`src/rtl/tcam_search_ctrl.sv`:
```
// tcam_search_ctrl: request/response front end for a registered-output tcam.
//   Buffers search requests (key + tag) in a FIFO. Issues at most one search per cycle on
//   tcam_search_en/tcam_search_key. Captures the tcam match one cycle after each issue into a
//   2-entry response buffer, which drains through rsp_valid/rsp_ready. Keeps saturating
//   hit/miss counters.
// Ports:
//   clk, rst_n                       clock, async active-low reset
//   req_valid/req_ready/key/tag      request in (ready = FIFO not full, 0 in reset)
//   tcam_search_en/key               search issue to tcam
//   tcam_match_found/data            registered tcam result, valid one cycle after issue
//   rsp_valid/ready/tag/hit/data     tagged response out (data 0 on miss)
//   clr_stats, hit_count, miss_count statistics
//   busy                             any request queued, in flight or held
module tcam_search_ctrl #(
  parameter int unsigned WIDTH      = 8,
  parameter int unsigned TAG_W      = 4,
  parameter int unsigned FIFO_DEPTH = 4,
  parameter int unsigned CNT_W      = 16
) (
  input  logic             clk,
  input  logic             rst_n,
  input  logic             req_valid,
  output logic             req_ready,
  input  logic [WIDTH-1:0] req_key,
  input  logic [TAG_W-1:0] req_tag,
  output logic             tcam_search_en,
  output logic [WIDTH-1:0] tcam_search_key,
  input  logic             tcam_match_found,
  input  logic [WIDTH-1:0] tcam_match_data,
  output logic             rsp_valid,
  input  logic             rsp_ready,
  output logic [TAG_W-1:0] rsp_tag,
  output logic             rsp_hit,
  output logic [WIDTH-1:0] rsp_data,
  input  logic             clr_stats,
  output logic [CNT_W-1:0] hit_count,
  output logic [CNT_W-1:0] miss_count,
  output logic             busy
);

  localparam int unsigned PtrW = $clog2(FIFO_DEPTH);

  // Request FIFO; pointers carry an extra wrap bit to tell full from empty.
  logic [WIDTH-1:0] fifo_key_q [FIFO_DEPTH];
  logic [TAG_W-1:0] fifo_tag_q [FIFO_DEPTH];
  logic [PtrW:0]    wr_ptr_q, wr_ptr_d, rd_ptr_q, rd_ptr_d;
  logic             fifo_empty, fifo_full, push, issue;

  // In-flight search and 2-entry response buffer.
  logic             inflight_q, inflight_d;
  logic [TAG_W-1:0] inflight_tag_q, inflight_tag_d;
  logic [TAG_W-1:0] rsp_tag_q  [2];
  logic             rsp_hit_q  [2];
  logic [WIDTH-1:0] rsp_data_q [2];
  logic [1:0]       rsp_cnt_q, rsp_cnt_d;
  logic             rsp_head_q, rsp_head_d;
  logic             rsp_tail, rsp_pop, capture;
  logic [1:0]       occupancy;

  logic [CNT_W-1:0] hit_count_q, hit_count_d, miss_count_q, miss_count_d;

  assign fifo_empty = (wr_ptr_q == rd_ptr_q);
  assign fifo_full  = (wr_ptr_q[PtrW] != rd_ptr_q[PtrW]) &&
                      (wr_ptr_q[PtrW-1:0] == rd_ptr_q[PtrW-1:0]);
  assign req_ready  = rst_n & ~fifo_full;
  assign push       = req_valid & req_ready;

  assign rsp_valid = (rsp_cnt_q != 2'd0);
  assign rsp_pop   = rsp_valid & rsp_ready;
  assign capture   = inflight_q;
  // Slot the next capture lands in; with 2 held a capture only happens alongside a pop,
  // so the freed head slot is reused.
  assign rsp_tail  = rsp_head_q ^ rsp_cnt_q[0];

  // Held responses (after this cycle's pop) plus the in-flight one must leave room.
  assign occupancy = rsp_cnt_q - 2'(rsp_pop) + 2'(inflight_q);
  assign issue     = !fifo_empty && (occupancy < 2'd2);

  assign tcam_search_en  = issue;
  assign tcam_search_key = issue ? fifo_key_q[rd_ptr_q[PtrW-1:0]] : '0;

  assign rsp_tag  = rsp_valid ? rsp_tag_q[rsp_head_q]  : '0;
  assign rsp_hit  = rsp_valid ? rsp_hit_q[rsp_head_q]  : 1'b0;
  assign rsp_data = rsp_valid ? rsp_data_q[rsp_head_q] : '0;

  assign hit_count  = hit_count_q;
  assign miss_count = miss_count_q;
  assign busy       = !fifo_empty || inflight_q || rsp_valid;

  always_comb begin
    wr_ptr_d       = wr_ptr_q;
    rd_ptr_d       = rd_ptr_q;
    inflight_d     = issue;
    inflight_tag_d = inflight_tag_q;
    rsp_cnt_d      = rsp_cnt_q + 2'(capture) - 2'(rsp_pop);
    rsp_head_d     = rsp_head_q ^ rsp_pop;
    hit_count_d    = hit_count_q;
    miss_count_d   = miss_count_q;
    if (push) wr_ptr_d = wr_ptr_q + (PtrW + 1)'(1);
    if (issue) begin
      rd_ptr_d       = rd_ptr_q + (PtrW + 1)'(1);
      inflight_tag_d = fifo_tag_q[rd_ptr_q[PtrW-1:0]];
    end
    // Clear takes priority over a same-cycle capture.
    if (clr_stats) begin
      hit_count_d  = '0;
      miss_count_d = '0;
    end else if (capture) begin
      if (tcam_match_found) begin
        if (hit_count_q != {CNT_W{1'b1}}) hit_count_d = hit_count_q + CNT_W'(1);
      end else begin
        if (miss_count_q != {CNT_W{1'b1}}) miss_count_d = miss_count_q + CNT_W'(1);
      end
    end
  end

  always_ff @(posedge clk) begin
    if (push) begin
      fifo_key_q[wr_ptr_q[PtrW-1:0]] <= req_key;
      fifo_tag_q[wr_ptr_q[PtrW-1:0]] <= req_tag;
    end
  end

  always_ff @(posedge clk or negedge rst_n) begin
    if (!rst_n) begin
      wr_ptr_q       <= '0;
      rd_ptr_q       <= '0;
      inflight_q     <= 1'b0;
      inflight_tag_q <= '0;
      rsp_cnt_q      <= '0;
      rsp_head_q     <= 1'b0;
      hit_count_q    <= '0;
      miss_count_q   <= '0;
      for (int i = 0; i < 2; i++) begin
        rsp_tag_q[i]  <= '0;
        rsp_hit_q[i]  <= 1'b0;
        rsp_data_q[i] <= '0;
      end
    end else begin
      wr_ptr_q       <= wr_ptr_d;
      rd_ptr_q       <= rd_ptr_d;
      inflight_q     <= inflight_d;
      inflight_tag_q <= inflight_tag_d;
      rsp_cnt_q      <= rsp_cnt_d;
      rsp_head_q     <= rsp_head_d;
      hit_count_q    <= hit_count_d;
      miss_count_q   <= miss_count_d;
      if (capture) begin
        rsp_tag_q[rsp_tail]  <= inflight_tag_q;
        rsp_hit_q[rsp_tail]  <= tcam_match_found;
        rsp_data_q[rsp_tail] <= tcam_match_found ? tcam_match_data : '0;
      end
    end
  end

endmodule

```
`config.mk`:
```
export PLATFORM = sky130hd
export DESIGN_NAME = tcam_search_ctrl
export DESIGN_NICKNAME = d
export VERILOG_FILES = /design/src/rtl/tcam_search_ctrl.sv
export SDC_FILE = /design/constraint.sdc
export NUM_CORES = 1
export LEC_CHECK = 0
export ABC_AREA = 1
export ABC_CLOCK_PERIOD_IN_PS = 2200
export BUFFER_PORTS_ARGS = -buffer_cell sky130_fd_sc_hd__buf_2
export CAP_MARGIN = 20
export CORE_ASPECT_RATIO = 1.2
export CORE_MARGIN = 1
export CORE_UTILIZATION = 57
export DETAILED_ROUTE_END_ITERATION = 10
export GPL_TIMING_DRIVEN = 1
export HOLD_SLACK_MARGIN = 0.08
export PLACE_DENSITY = 0.9
export SETUP_SLACK_MARGIN = 0.4
export SYNTH_ARGS = -nofsm -noshare
export SYNTH_HDL_FRONTEND = slang
export SYNTH_SLANG_ARGS = --single-unit
```
`constraint.sdc`:
```
create_clock -name clk -period 2.2 [get_ports clk]
set_input_delay 0.33 -clock clk [delete_from_list [all_inputs] [get_ports clk]]
set_output_delay 0.33 -clock clk [all_outputs]
set_load 0.02 [all_outputs]
```
# Yosys cells after proc, flatten, opt, wreduce, memory -nomap -nowiden
# Memory sizes are Yosys's and may differ from the RTL's. A register that Yosys moved wholly into a read port is not among the register bits.
# Index checks and enable logic that the tools add are counted.
[word_totals] elab_cells=88 inputBits=26 reg_bits=68 mem_count=2 mem_bits_rw=48
[memory_table] name="fifo_key_q" depth=4 width=8 rd=1 rd_ports_with_merged_regs=0 wr=1 line="44" rtl="logic [WIDTH-1:0] fifo_key_q [FIFO_DEPTH];"
[memory_table] name="fifo_tag_q" depth=4 width=4 rd=1 rd_ports_with_merged_regs=1 wr=1 line="45" rtl="logic [TAG_W-1:0] fifo_tag_q [FIFO_DEPTH];"
[op_classes] reduce_logical=14 order_cmp=4 n_eq_ne=6 n_mux=33 addsub=8 bitwise=8
[ops] operator="2-to-1 mux 16 bit" n=8
[ops] operator="2-to-1 mux 8 bit" n=7
[ops] operator="adder 16 x 1 -> 16 bit (second input constant)" n=2
[ops] operator="!= test 16 bit (second input constant)" n=2
[ops] operator="2-to-1 mux 4 bit" n=5
[ops] operator="bitwise mux 16 bit" n=1
[ops] operator="nonzero test 2 bit" n=5
[ops] operator="bitwise mux 8 bit" n=1
[ops] operator="demux 8 bit (select 1 bit)" n=1
[ops] operator="2-to-1 mux 1 bit" n=7
[ops] operator="adder 3 x 1 -> 3 bit (second input constant)" n=2
[ops] operator="AND reduction 3 bit" n=2
[ops] operator="adder 2 x 1 -> 2 bit" n=2
[ops] operator="demux 4 bit (select 1 bit)" n=1
[ops] operator="greater-or-equal comparator 2 bit (second input constant)" n=2
[ops] operator="NOT 1 -> 2 bit" n=2
[ops] operator="subtractor 2 x 1 -> 2 bit" n=2
[ops] operator="AND 1 bit" n=3
[ops] operator="== test 3 bit" n=1
[ops] operator="logical AND 1 bit" n=3
[ops] operator="bitwise mux 2 bit" n=1
[ops] operator="== test 2 bit" n=1
[ops] operator="zero test 1 bit" n=2
[ops] operator="logical OR 1 bit" n=2
[ops] operator="7 further kinds" n=8

# Depth between registers and ports, before layout
# Gate-level depths: netlist of the first run.
[depth] word_depth=7 depth_mapped=10 mapped_depth_nobuf=10

# Least setup slack after synthesis of the first run
# No wires, ideal clock.
[synth_timing] kind="register -> output" from="register rsp_cnt_q[0]" to="output port tcam_search_key[0]" arrival_ns=1.912 path_slack_ns=-0.042 path_stages_with_launch=10 required_time_ns=1.870 path_cell_list="dfrtp_1 -> nor2_1 -> nor2_1 -> ha_1 -> inv_1 -> ha_1 -> xor2_1 -> nand2_1 -> buf_2 -> a21oi_1"
[synth_between] elab_chain_len=7
[synth_rtl] item="start, declared" line="55" rtl="logic [1:0] rsp_cnt_q, rsp_cnt_d;"
[synth_rtl] item="start signal, assigned" line="144" rtl="rsp_cnt_q <= rsp_cnt_d;"
[synth_rtl] item="nonzero test 2 bit" line="68" rtl="assign rsp_valid = (rsp_cnt_q != 2'd0);"
[synth_rtl] item="AND 1 bit" line="69" rtl="assign rsp_pop = rsp_valid & rsp_ready;"
[synth_rtl] item="subtractor 2 x 1 -> 2 bit *" line="76" rtl="assign occupancy = rsp_cnt_q - 2'(rsp_pop) + 2'(inflight_q);"
[synth_rtl] item="adder 2 x 1 -> 2 bit *" line="76"
[synth_rtl] item="< comparator 2 bit *" line="77" rtl="assign issue = !fifo_empty && (occupancy < 2'd2);"
[synth_rtl] item="logical AND 1 bit *" line="77"
[synth_rtl] item="2-to-1 mux 8 bit *" line="80" rtl="assign tcam_search_key = issue ? fifo_key_q[rd_ptr_q[PtrW-1:0]] : '0;"
[synth_rtl] item="end, declared" line="27" rtl="output logic [WIDTH-1:0] tcam_search_key,"
# Every way passes the cells marked *; elsewhere a longest branch is shown, timed or not.

# Worst setup path after layout of the first run
[layout_timing] from="register rsp_cnt_q[0]" to="output port tcam_search_key[3]"
# The elaborated chain is that of the path after synthesis.

==> results.md, run 1 <==
* Outcome: complete, but fails checks
* Failing checks: negative setup slack
* Syn Nets at 692
* Crit end category: primary output
* Routed wire length at 14200 um
* Worst reg2reg path endpoint: rd_ptr_q[1]
* Reg clk slew, reported paths at 0.07 ns
* WHS Endpoint: fifo_tag_q[2][2]
* CP max stage delay at 0.41 ns
* DR pass1 iterations at 5
* Gpl congestion at 0.948
* NumNets Final at 798
* I/O pin cnt at 83
* Cell Pwr Density at 1490 nW/um2
* Fin. Hold Viols at 0
* Startpoint types: flip-flop
* Die Area at 10600 um2
* Grt total ovfl at 0
* Most frequent cells in the layout: 161 x nand2_1, 73 x nor2_1, 72 x buf_2
* Chip height at 113 um
* Worst hold path type: in2reg
* Synth Area in Simple Gates at 26.0%
* Row count at 40
* Synthesized area per cell at 8.84 um2
* Most common cell on crit path: nor2_2
* Worst skew pair latency at 0.42 ns
* Crit-path cells: nor2_2 > nor2_2 > ha_1 > inv_2 > ha_4 > xor2_2 > nand2_2 > clkbuf_16 > a21oi_4 > buf_6
* Int Pwr at 6.55 mW
* Antenna Cells at 0
* XOR/XNOR Fraction of Synth Area at 2.56%
* Iter 0 DRT Violations at 296
* CP required at 1.87 ns
* Clk root buf: clkbuf_16
* Leakage at 3.39 nW
* GRT Resource Usage Total at 27.8%
* # hold bufs at CTS at 0
* Final setup viols at 9
* Unrepaired setup endpoints after global routing: true
* Core Box Area at 9960 um2
* Detail Route Antenna Nets at 0
* Fin crit period at 2.58 ns
* Adder-Cell Fraction of Synth Area at 1.94%
* Worst R2R Setup Slack at 0.10 ns
* Count of cell types in the netlist at 27
* Register area share after synthesis at 55.8%
* Top fanout value on the critical path at 4
* MaxCap Viol Count at 0
* Clock tree buffer depth at 2
* Final core occ at 75.2%
* Hpwl dp at 8480 um
* H-tree levels at 4
* Mux cell area share after synthesis at 0%
* WL/cell at 15.7 um
* Sw power at 4.63 mW
* Clk pwr share at 23.9%
* Die Wd at 94.2 um
* Crit Path Class: reg2out
* IO buf count at 82
* RR Startpoint: rsp_cnt_q[0]
* Vias in the first global route at 4880
* Hold path cells at 1
* R2r worst-path depth at 13
* Global-route wire length before repair at 22600 um
* Total number of vias at 5060
* Main combinational cell family by area after synthesis: simple AND/OR/NAND/NOR gates
* Hold wc startpoint: req_tag[2]
* Part of the power in registers at 27.5%
* Syn Inst Count at 657
* Slew of the pin with the lowest slew margin at 0.903 ns
* Comb pwr share at 48.6%
* Layout cell share with drive strength beyond 1 at 27.7%
* CP max-delay cell: dfrtp_1
* Worst EP arrival at 2.25 ns
* Max Slew Vio Count at 0
* Post-place setup slack at 0.0460 ns
* Post-synthesis compound-gate area fraction at 8.31%
* FF+latch count, synth at 120
* Yosys top cell by area: dfrtp_1
* Antenna violations before repair at 1
* CTS Buf Count at 17
* Pin count of the biggest net entering global routing at 73
* Final Cycle Share at 117%
* Total clock sinks at 120
* Mapped cell area at 5810 um2
* F_max at 0.388 GHz
* Hold slack at 0.122 ns
* Initial core utilization at 58.3%
* Worst VDD drop at 0.00117 V
* Most common cell after layout, fill and taps aside: nand2_1
* Synth-to-layout area growth at 28.8%
* Drt via density at 5.61
* Clock Skew at 0.0152 ns
* DRC errors left at 0
* Switch share at 41.4%
* Yosys top cell area share at 31.0%
* Yosys warnings at 0
* Fill cells at 641
* Worst setup margin at -0.377 ns
* Slew headroom at 39.8%
* CTS tree: built
* Top post-synthesis cells by area: dfrtp_1 31%, edfxtp_1 25%, nand2_1 11%, nor2_1 5.2%, o21ai_0 5.1%
==> layer usage <==
metal	vias up	track usage [%]	share of wire, %
met5	-	0	0.092
met4	2	13.7	1.9
met3	32	6.03	6.5
met2	242	46.0	53
met1	2391	34.0	39
li1	2393	-	-
==> how the worst max path moves through the flow <==
| stage | start | cells after the start | end | slack [ns] |
|---|---|---|---|---|
| 2_1_floorplan | rsp_cnt_q[0] | 9 | tcam_search_key[0] | 0.14 |
| 3_5_place_dp | rsp_cnt_q[0] | 10 | tcam_search_key[1] | 0.05 |
| 5_1_grt | rsp_cnt_q[0] | 10 | tcam_search_key[0] | -0.43 |
| 3_3_place_gp | rsp_cnt_q[1] | 10 | tcam_search_key[7] | 0.1 |
| 6_report | rsp_cnt_q[0] | 10 | tcam_search_key[3] | -0.38 |
| 4_1_cts | rsp_cnt_q[1] | 10 | tcam_search_key[7] | -0.37 |
==> through the flow <==
stage               cells  power [mW]  setup TNS [ns]  cell area (um2)
finish                902        11.2           -3.28             7480
global route          902        11.8           -3.77             7480
CTS                   896        10.3           -3.30             7260
detailed placement    855        7.11               0             6500
global placement      855        6.91               0             6500
floorplan             657        5.99               0             5940
==> power groups by stage <==
stage,Clock [mW],Combinational (mW),Sequential [mW]
4_1_cts,2.69,4.54,3.04
5_1_grt,2.81,5.85,3.12
3_5_place_dp,0,4.04,3.07
3_3_place_gp,0,3.87,3.04
6_report,2.67,5.42,3.08
2_1_floorplan,0,2.97,3.02
==> worst max-delay path: cells and delay by family (launching register included) <==
family | cells | cell delay, ns
adders and majority gates | 2 | 0.44
DFF | 1 | 0.41
buffers and inverters | 3 | 0.37
and+or+nand+nor | 3 | 0.33
xor gates and xnor gates | 1 | 0.19
AOI/OAI and AO/OA | 1 | 0.11
==> synthesized netlist by cell type, drive strengths merged <==
master / instances
inv: 51
xor2: 11
nand2: 185
clkbuf: 15
or2: 4
a21oi: 21
nand3b: 4
o21bai: 5
dfrtp: 72
o22ai: 4
o21ai: 63
nor2: 89
ha: 9
nand3: 30
edfxtp: 48
buf: 10
nand4: 30
xnor2: 6
==> sequential cells by signal, summed over array words and instances, names as in the netlist, 2 cells and up <==
register,cells
fifo_key_q,32
hit_count,16
rsp_tag_q,8
rsp_hit_q,2
miss_count,16
rd_ptr_q,3
inflight_tag_q,4
rsp_data_q,16
wr_ptr_q,3
rsp_cnt_q,2
fifo_tag_q,16
==> cells by family (layout without fill, tap and decap cells) <==
logic type / Yosys count / in the layout
AND/OR/NAND/NOR: 342 / 343
flip-flops: 120 / 120
AO/OA/AOI/OAI: 93 / 93
buffers and inverters: 76 / 194
XOR/XNOR: 17 / 17
adder cells (fa/ha/maj): 9 / 9
==> layout make-up <==
class / count / area [um2] / share of cell area [%]
Clock buffer: 17 / 425 / 5.68
Timing Repair Buffer: 111 / 777 / 10.4
Multi-Input combinational cell: 462 / 2520 / 33.7
Inverter: 51 / 204 / 2.72
Sequential cell: 120 / 3250 / 43.4
Clock inverter: 15 / 153 / 2.04
Tap cell: 126 / 158 / 2.11
==> timing repair <==
action | 4_1_cts | 5_1_grt
gates cloned | 0 | 2
setup buffers | 9 | 4
hold endpoints to repair | 0 | 0
setup endpoints to repair | 57 | 124
pin swaps | 5 | 8
resized for setup | 22 | 44
Power figures use the tool's default switching activity.
==> run 2: changes to the inputs <==
--- a/config.mk
+++ b/config.mk
@@ -12,6 +12,7 @@
 export CORE_ASPECT_RATIO = 1.2
 export CORE_MARGIN = 1
 export CORE_UTILIZATION = 57
+export CTS_CLUSTER_SIZE = 30
 export DETAILED_ROUTE_END_ITERATION = 10
 export GPL_TIMING_DRIVEN = 1
 export HOLD_SLACK_MARGIN = 0.08
==> constraint.sdc (replaced) <==
create_clock -name clk -period 2.2 [get_ports clk]
set_input_delay 0.11 -clock clk [delete_from_list [all_inputs] [get_ports clk]]
set_output_delay 0.11 -clock clk [all_outputs]
set_load 0.02 [all_outputs]
==> results.md, run 2 (synthesized netlist as in run 1, its figures left out) <==
* Tot Pwr at 11.3 mW
* Final Cell Area at 7700 um2
* Startpoint types: flip-flop
* Drt via density at 5.56
* Final Cycle Share at 107%
* Top fanout value on the critical path at 6
* Max Slew Vio Count at 0
* Int Pwr at 6.53 mW
* CP max stage delay at 0.41 ns
* Fin. Hold Viols at 0
* Clock Skew at 0.00818 ns
* Worst VDD drop at 0.00104 V
* Grt total ovfl at 0
* Cell Pwr Density at 1470 nW/um2
* H-tree levels at 4
* Largest register FFs at 32
* Core Box Area at 9960 um2
* Antenna Cells at 0
* Antenna violations before repair at 0
* Sw power at 4.80 mW
* MaxCap Viol Count at 0
* DR pass1 iterations at 4
* IO buf count at 82
* Fin Setup TNS at -1.14 ns
* Gpl congestion at 0.909
* Slew headroom at 40.1%
* Die Area at 10600 um2
* Initial core utilization at 58.3%
* Crit-path cells: nor2_4 > nor2_4 > ha_4 > inv_2 > ha_4 > xor2_2 > nand2_2 > buf_12 > a21oi_4 > buf_6
* Worst EP arrival at 2.24 ns
* Hold slack at 0.0738 ns
* Clk pwr share at 24.3%
* Clk root buf: clkbuf_16
* F_max at 0.426 GHz
* Global-route wire length before repair at 23600 um
* Iter 0 DRT Violations at 414
* Fin crit period at 2.35 ns
* GRT Resource Usage Total at 29.2%
* Row count at 40
* Worst setup margin at -0.150 ns
* Slew of the pin with the lowest slew margin at 0.898 ns
* Unrepaired setup endpoints after global routing: true
* CTS tree: built
* Most frequent cells in the layout: 164 x nand2_1, 78 x nor2_1, 70 x dfrtp_1, 70 x buf_2, 48 x edfxtp_1
* I/O pin cnt at 83
* Worst hold path type: in2reg
* Part of the power in registers at 27.3%
* Outcome: complete, but fails checks
* Hpwl dp at 8360 um
* Die Wd at 94.2 um
* CTS Buf Count at 17
* CP max-delay cell: dfrtp_1
* Total clock sinks at 120
* Final core occ at 77.3%
* Worst skew pair latency at 0.42 ns
* Vias in the first global route at 4997
* Switch share at 42.4%
* Final setup viols at 9
* Clock tree buffer depth at 2
* Routed wire length at 15400 um
* DP Area at 6470 um2
* NumNets Final at 822
* Chip height at 113 um
* Layout cell share with drive strength beyond 1 at 26.6%
* Detail Route Antenna Nets at 0
* Failing checks: negative setup slack
* Comb pwr share at 48.4%
* Most common cell after layout, fill and taps aside: nand2_1
* DRC errors left at 0
* Crit Path Class: reg2out
* WL/cell at 16.6 um
* CP required at 2.09 ns
* Crit end category: primary output
* Leakage at 3.49 nW
* Pin count of the biggest net entering global routing at 73
* Synth-to-layout area growth at 32.6%
* Total number of vias at 5150
* Reg clk slew, reported paths at 0.06 ns
run 2: cell count changes in the layout (fill, tap and decap cells not counted), sizes merged:
| cell | delta |
|---|---|
| buf | +3 |
| clkbuf | -1 |
| clkinv | +3 |
| clkinvlp | -1 |
| dlygate4sd3 | +21 |
| inv | -1 |
run 2: power groups by stage:
stage                     Clock [mW]  Combinational, mW  Sequential (mW)
after floorplan                    0               2.96             3.02
after global routing            2.87               5.90             3.13
after global placement             0               3.74             3.04
after detailed placement           0               3.89             3.08
after CTS                       2.77               4.56             3.04
final                           2.76               5.48             3.09
run 2: worst paths after layout:
kind / from / end / slack (ns) / cells past startpoint
max: rsp_cnt_q[0] / tcam_search_key[5] / -0.15 / 10
min: req_valid / wr_ptr_q[0] / 0.07 / 3
max reg2reg: rsp_cnt_q[0] / rd_ptr_q[0] / 0.13 / 12
min reg2reg: rsp_tag_q[4] / rsp_tag_q[4] / 0.48 / 2
max in group asynchronous: rst_n / miss_count[0] / 1.01 / 3
min in group asynchronous: rst_n / hit_count[11] / 0.58 / 3
run 2: repair_timing:
item,CTS,global route
setup endpoints to repair,40,115
setup buffers,8,9
hold buffers,21,0
hold endpoints to repair,136,0
pin swaps,5,11
gates cloned,0,2
resized for setup,27,55
run 2: layer usage:
layer,global-route usage [%],vias up,part of all wire (%)
li1,-,2437,-
met1,34.2,2403,38
met2,50.0,267,52
met3,6.30,43,6.8
met4,14.6,0,3.0
met5,0,-,0
run 2: final cells by class:
| cell class | count | area [um2] |
|---|---|---|
| clock buffers | 17 | 425 |
| clock inverters | 15 | 176 |
| fillers | 590 | 2260 |
| inverters | 51 | 200 |
| multi-input cells | 462 | 2520 |
| flip-flops and latches | 120 | 3250 |
| well taps | 126 | 158 |
| repair buffers | 134 | 973 |
| repair inverters | 1 | 7.51 |
run 2: stage by stage:
step / setup slack, ns / instances
floorplan: 0.281 / 657
global placement: 0.233 / 854
detailed placement: 0.173 / 854
CTS: -0.121 / 915
global route: -0.256 / 926
finish: -0.150 / 926
run 2: critical path, delay by kind of cell, from the launching register on:
| family | cells | cell delay, ns |
|---|---|---|
| AO/OA/AOI/OAI | 1 | 0.12 |
| XOR/XNOR | 1 | 0.18 |
| adder cells (fa/ha/maj) | 2 | 0.41 |
| buffers and inverters | 3 | 0.35 |
| flip-flops | 1 | 0.41 |
| AND/OR/NAND/NOR | 3 | 0.34 |
